`config.mk`:
```
export PLATFORM = sky130hd
export DESIGN_NAME = sprite_fill_engine_flat
export DESIGN_NICKNAME = d
export VERILOG_FILES = /design/src/rtl/sprite_fill_engine_if.sv /design/src/rtl/sprite_fill_engine.sv /design/src/flat_wrapper.sv
export SDC_FILE = /design/constraint.sdc
export NUM_CORES = 1
export LEC_CHECK = 0
export BUFFER_PORTS_ARGS = -buffer_cell sky130_fd_sc_hd__buf_2
export CAP_MARGIN = 15
export CORE_AREA = 4 4 93 95
export CTS_BUF_LIST = sky130_fd_sc_hd__clkbuf_8
export DETAILED_ROUTE_END_ITERATION = 16
export DIE_AREA = 0 0 97 99
export PLACE_DENSITY = 0.78
export SETUP_SLACK_MARGIN = 0.1
export SKIP_LAST_GASP = 1
export SYNTH_ARGS = -nofsm -noshare
export SYNTH_HDL_FRONTEND = slang
export SYNTH_SLANG_ARGS = --single-unit
```
`constraint.sdc`:
```
create_clock -name clk -period 2.39 [get_ports clk]
set_input_delay 0.478 -clock clk [delete_from_list [all_inputs] [get_ports clk]]
set_output_delay 0.478 -clock clk [all_outputs]
set_load 0.02 [all_outputs]
```
`src/rtl/sprite_fill_engine_if.sv`:
```
// Sprite-memory write port: the engine drives words, the memory side
// answers with wr_ready when it takes the presented word.
interface sprite_fill_engine_if #(
    parameter int ADDR_W = 13,
    parameter int DATA_W = 8
);
    logic              we;
    logic [ADDR_W-1:0] addr;
    logic [DATA_W-1:0] data;
    logic              wr_ready;

    modport master (
        output we, addr, data,
        input  wr_ready
    );

    modport slave (
        input  we, addr, data,
        output wr_ready
    );
endinterface

```
`src/rtl/sprite_fill_engine.sv`:
```
// Fills NUM_BLOCKS square sprites with palette colours, optionally with
// a border ring, one word per accepted write.
module sprite_fill_engine #(
    parameter int ADDR_W     = 13,
    parameter int DATA_W     = 8,
    parameter int SPRITE_W   = 24,
    parameter int NUM_BLOCKS = 9,
    parameter int BASE_ADDR  = 0,
    parameter bit AUTO_START = 1'b1
) (
    input  logic                         clk,
    input  logic                         rst,
    input  logic                         start,
    input  logic                         border_mode,
    input  logic [NUM_BLOCKS*DATA_W-1:0] palette,
    input  logic [DATA_W-1:0]            border_color,
    sprite_fill_engine_if.master         wr,
    output logic                         dis,
    output logic                         done
);

    localparam int BLOCK_WORDS = SPRITE_W * SPRITE_W;
    localparam int KW = (NUM_BLOCKS > 1) ? $clog2(NUM_BLOCKS) : 1;
    localparam int SW = (SPRITE_W > 1) ? $clog2(SPRITE_W) : 1;
    localparam logic [KW-1:0]     K_LAST = KW'(NUM_BLOCKS - 1);
    localparam logic [SW-1:0]     S_LAST = SW'(SPRITE_W - 1);
    localparam logic [ADDR_W-1:0] A_BASE = ADDR_W'(BASE_ADDR);

    if (longint'(BASE_ADDR) + longint'(NUM_BLOCKS) * longint'(BLOCK_WORDS)
        > (longint'(1) << ADDR_W)) begin : g_size_err
        $error("sprite_fill_engine: sprites do not fit in address space");
    end

    typedef enum logic {IDLE, FILL} state_t;

    state_t            state_q;
    logic              we_q, dis_q, done_q, bmode_q;
    logic [ADDR_W-1:0] addr_q;
    logic [DATA_W-1:0] data_q;
    logic [KW-1:0]     k_q;
    logic [SW-1:0]     row_q, col_q;

    logic [KW-1:0]     k_n;
    logic [SW-1:0]     row_n, col_n;
    logic              last, ring;
    logic [DATA_W-1:0] pix_n;

    // Power-of-two table so any k index stays in range.
    logic [DATA_W-1:0] pal [0:(1<<KW)-1];

    for (genvar i = 0; i < (1 << KW); i++) begin : g_pal
        if (i < NUM_BLOCKS) begin : g_used
            assign pal[i] = palette[i*DATA_W +: DATA_W];
        end else begin : g_pad
            assign pal[i] = '0;
        end
    end

    // Counters and pixel colour for the word that follows the current one.
    always_comb begin
        col_n = col_q + SW'(1);
        row_n = row_q;
        k_n   = k_q;
        last  = 1'b0;
        if (col_q == S_LAST) begin
            col_n = '0;
            row_n = row_q + SW'(1);
            if (row_q == S_LAST) begin
                row_n = '0;
                k_n   = k_q + KW'(1);
                last  = (k_q == K_LAST);
            end
        end
        ring  = (row_n == '0) || (row_n == S_LAST) ||
                (col_n == '0) || (col_n == S_LAST);
        pix_n = (bmode_q && ring) ? border_color : pal[k_n];
    end

    always_ff @(posedge clk or negedge rst) begin
        if (!rst) begin
            state_q <= AUTO_START ? FILL : IDLE;
            dis_q   <= AUTO_START;
            we_q    <= 1'b0;
            addr_q  <= A_BASE;
            data_q  <= '0;
            done_q  <= 1'b0;
            k_q     <= '0;
            row_q   <= '0;
            col_q   <= '0;
            bmode_q <= 1'b0;
        end else begin
            done_q <= 1'b0;
            unique case (state_q)
                IDLE: begin
                    if (start) begin
                        state_q <= FILL;
                        dis_q   <= 1'b1;
                        bmode_q <= border_mode;
                        we_q    <= 1'b1;
                        addr_q  <= A_BASE;
                        data_q  <= border_mode ? border_color : pal[0];
                    end
                end
                FILL: begin
                    // we is low here only right after reset: word 0 is a corner.
                    if (!we_q) begin
                        we_q   <= 1'b1;
                        data_q <= bmode_q ? border_color : pal[0];
                    end else if (wr.wr_ready) begin
                        if (last) begin
                            state_q <= IDLE;
                            we_q    <= 1'b0;
                            dis_q   <= 1'b0;
                            done_q  <= 1'b1;
                            addr_q  <= A_BASE;
                            k_q     <= '0;
                            row_q   <= '0;
                            col_q   <= '0;
                        end else begin
                            addr_q <= addr_q + ADDR_W'(1);
                            k_q    <= k_n;
                            row_q  <= row_n;
                            col_q  <= col_n;
                            data_q <= pix_n;
                        end
                    end
                end
                default: ;
            endcase
        end
    end

    assign wr.we   = we_q;
    assign wr.addr = addr_q;
    assign wr.data = data_q;
    assign dis     = dis_q;
    assign done    = done_q;

endmodule

```
`src/flat_wrapper.sv`:
```
// flat-port wrapper written by rule: the top's interface ports become plain ports
module sprite_fill_engine_flat 
#(
    parameter int ADDR_W     = 13,
    parameter int DATA_W     = 8,
    parameter int SPRITE_W   = 24,
    parameter int NUM_BLOCKS = 9,
    parameter int BASE_ADDR  = 0,
    parameter bit AUTO_START = 1'b1
)
  (clk, rst, start, border_mode, palette, border_color, dis, done, wr_we, wr_addr, wr_data, wr_wr_ready);
  sprite_fill_engine_if #(.ADDR_W(ADDR_W), .DATA_W(DATA_W)) wr_i ();
  input  logic clk;
  input  logic rst;
  input  logic start;
  input  logic border_mode;
  input  logic [NUM_BLOCKS*DATA_W-1:0] palette;
  input  logic [DATA_W-1:0] border_color;
  output logic dis;
  output logic done;
  output wire logic [$bits(wr_i.we)-1:0] wr_we;
  output wire logic [$bits(wr_i.addr)-1:0] wr_addr;
  output wire logic [$bits(wr_i.data)-1:0] wr_data;
  input wire logic [$bits(wr_i.wr_ready)-1:0] wr_wr_ready;
  assign wr_we = wr_i.we;
  assign wr_addr = wr_i.addr;
  assign wr_data = wr_i.data;
  assign wr_i.wr_ready = wr_wr_ready;
  sprite_fill_engine #(.ADDR_W(ADDR_W), .DATA_W(DATA_W), .SPRITE_W(SPRITE_W), .NUM_BLOCKS(NUM_BLOCKS), .BASE_ADDR(BASE_ADDR), .AUTO_START(AUTO_START)) u_core (.clk(clk), .rst(rst), .start(start), .border_mode(border_mode), .palette(palette), .border_color(border_color), .wr(wr_i), .dis(dis), .done(done));
endmodule
```
==> metrics.cfg <==
[status]
outcome = finished clean

[synth]
synth_top_cells_by_area = dfrtp_1 (25%), mux2i_1 (6.4%), nand2_1 (5.0%), mux2_2 (4.8%), nor2_1 (4.6%)
synth_nets = 518
syn_area_per_cell_sq_um = 8.81
ys_seq_elements = 40
synth_edf_count = 0
syn_inst = 428
synthMuxAreaShare = 0.141
yosys.area.top_type_share = 0.252
synth_common_cells = nand2_1 (50), nor2_1 (46), dfrtp_1 (38)
synthArstFlopShare = 1.00
synthAdderAreaFrac = 0.0193
synth-simple-area-share = 0.217
ys_seq_area_frac = 0.266
synth_cell_types = 57
netlist_area_sq_um = 3770
synth_top_family_by_area = compound AO/OA/AOI/OAI gates
synth-compound-area-share = 0.257
yosysTopAreaCell = dfrtp_1
synthXorXnorAreaFrac = 0.0442
synth_flop_cell = dfrtp_1
yosysWarnings = 0
synthMostInstantiatedCell = nand2_1

[routing]
wl_met3_um = 1050
vias = 4180
dr.pass1.iters = 5
dr.first_iter.drc_count = 376
ant_nets = 0
vias_per_cell = 6.30
highest_layer = met4
drt-met1-wl_um = 4980
drcViolationCount = 0
wl_per_cell_um = 19.2
routed_wl_um = 12800
wl_met2_um = 6230

[power]
leakagePower_nw = 2.37
switching_share = 0.382
power_density_nw_per_um2 = 499
pwr-share-comb = 0.415
pwr-share-clk = 0.225
ir_worst_vdd_mv = 0.562
finalPower_mw = 2.61
internal_power_mw = 1.61
pwr-share-seq = 0.361
p_sw_mw = 0.996

[layout]
syn_to_final_growth_pct = 38.7
n_fill_cell = 551
final_area_sq_um = 5230
instances_no_fill = 664
final_nets = 651
drive_gt1_frac = 0.440
antenna_cells = 0

[grt]
grt_pass1_vias = 4135
grt_max_degree = 37
grt_usage = 0.253
grt_pass1_wl_um = 20100
antenna_found_initial = 0
grt-ovfl-total = 0

[floorplanning]
dieArea_sq_um = 9600
start_util = 0.488
core_sq_um = 7730
row_count = 32
die_x_um = 97
die_h_um = 99
ios = 109

[cts]
ctsHoldBuffers = 0
numClockSinks = 40
cts_buffers = 5
root_buffer = clkbuf_8
clock_latency_ns = 0.30
cts_buffer_depth = 2
cts_tree = yes
path_clk_slew_ns = 0.09
htree_levels = 2

[worst_hold_path]
hold_class = in2async

[placement]
placed_cell_area_sq_um = 4710
port_buffers = 108
dp_hpwl_um = 9000
placed_cells = 647
place_congestion = 0.860

[setup_path]
crit_type = reg2reg
worstPathArrival_ns = 2.55
r2r_cells = 9
required_ns = 2.58
worstPathMaxFanout = 35
endpoint_kind = register
worstSetupStartpointType = register

[sta]
slew_headroom = 0.627
finalSetupViolations = 0
rsz0062_at_grt = yes
slew_violations = 0
finalCriticalPeriod_ns = 2.37
hold_viol_final = 0
max_freq_mhz = 422
period_share = 0.991
holdWs_ns = 0.132
fin_skew_ns = 0.00641
tightest_slew_ns = 0.559

[flow_run]
drv_cap = 0

layer usage:
metal,vias up,global-route usage
li1,1909,-
met1,1985,0.307
met2,230,0.443
met3,56,0.0495
met4,0,0.100
met5,-,0
layout make-up:
cell class,instances,area (sq um),area share
well taps,102,128,0.0244
clock inverters,3,47.5,0.00909
repair buffers,160,1030,0.198
multi-input cells,349,2930,0.560
clock buffers,5,68.8,0.0132
flip-flops and latches,40,1000,0.192
inverters,5,18.8,0.00359
cells by family (layout without fill, tap and decap cells):
| group | after synthesis | count (layout) |
|---|---|---|
| AOI/OAI and AO/OA | 114 | 115 |
| xor gates and xnor gates | 16 | 16 |
| adders and majority gates | 6 | 6 |
| buffers and inverters | 40 | 173 |
| DFF | 40 | 40 |
| muxes | 47 | 47 |
| and+or+nand+nor | 165 | 165 |
path summary, 6_finish.rpt:
path	startpoint	endpoint	slack (ns)
setup / recovery	u_core.col_q[1]$_DFFE_PN0P_	u_core.wr.data[1]$_DFFE_PN0P_	0.02
hold / removal	rst	u_core.wr.addr[6]$_DFFE_PN0P_	0.13
min in group clk	start	u_core.wr.we$_DFFE_PN0P_	0.44
setup reg to reg	u_core.col_q[1]$_DFFE_PN0P_	u_core.wr.data[1]$_DFFE_PN0P_	0.02
hold reg to reg	u_core.dis$_DFFE_PN1P_	u_core.dis$_DFFE_PN1P_	0.50
max in group asynchronous	rst	u_core.wr.data[3]$_DFFE_PN0P_	1.68
flip-flops by register name, summed over array words and instances (netlist names), 4 cells and up:
signal          count
u_core.k_q          4
u_core.wr.addr     13
u_core.col_q        5
u_core.wr.data      8
u_core.row_q        5
metrics by stage:
step	worst slack (ns)	TNS [ns]	util
after floorplan	0.0668	0	-
after global placement	0.0286	0	0.610
after detailed placement	-0.0533	-0.257	0.610
after CTS	0.0688	0	0.661
after global routing	-0.0348	-0.0984	0.677
final	0.0224	0	0.677
critical path, cell delays in order, from the launching register on:
cell      delay, ns
dfrtp_1        0.40
ha_4           0.17
nand4b_4       0.15
buf_12         0.22
o211a_1        0.23
a311oi_1       0.42
mux2i_2        0.14
a221oi_2       0.23
o2111a_1       0.25
a211oi_2       0.04
layout by cell type, fill, tap and decap left out, types with 6 or more instances in the layout:
master,n
mux2i_1,19
nand4_1,9
a2111oi_1,6
nand3_1,18
buf_4,41
nand2_1,50
nand2b_1,16
o21ai_1,6
o211a_1,14
mux2_2,16
nor2_1,46
buf_2,108
o21ai_0,12
o22ai_1,8
a311oi_1,7
o2111a_1,8
dfrtp_1,38
buf_12,7
a211oi_2,8
xor2_1,10
a221oi_2,7
power groups by stage:
stage | sequential [mW] | combinational, mW | clock, mW
6_report | 0.941 | 1.08 | 0.586
3_3_place_gp | 0.924 | 0.916 | 0
2_1_floorplan | 1.01 | 0.497 | 0
3_5_place_dp | 0.933 | 0.957 | 0
5_1_grt | 0.957 | 1.18 | 0.630
4_1_cts | 0.933 | 1.05 | 0.596
timing repair:
item | 4_1_cts | 5_1_grt
setup buffers | 6 | 2
resized for setup | 38 | 19
setup endpoints to repair | 8 | 8
pin swaps | 15 | 10
cloned | 1 | 0
Power figures use the tool's default switching activity.
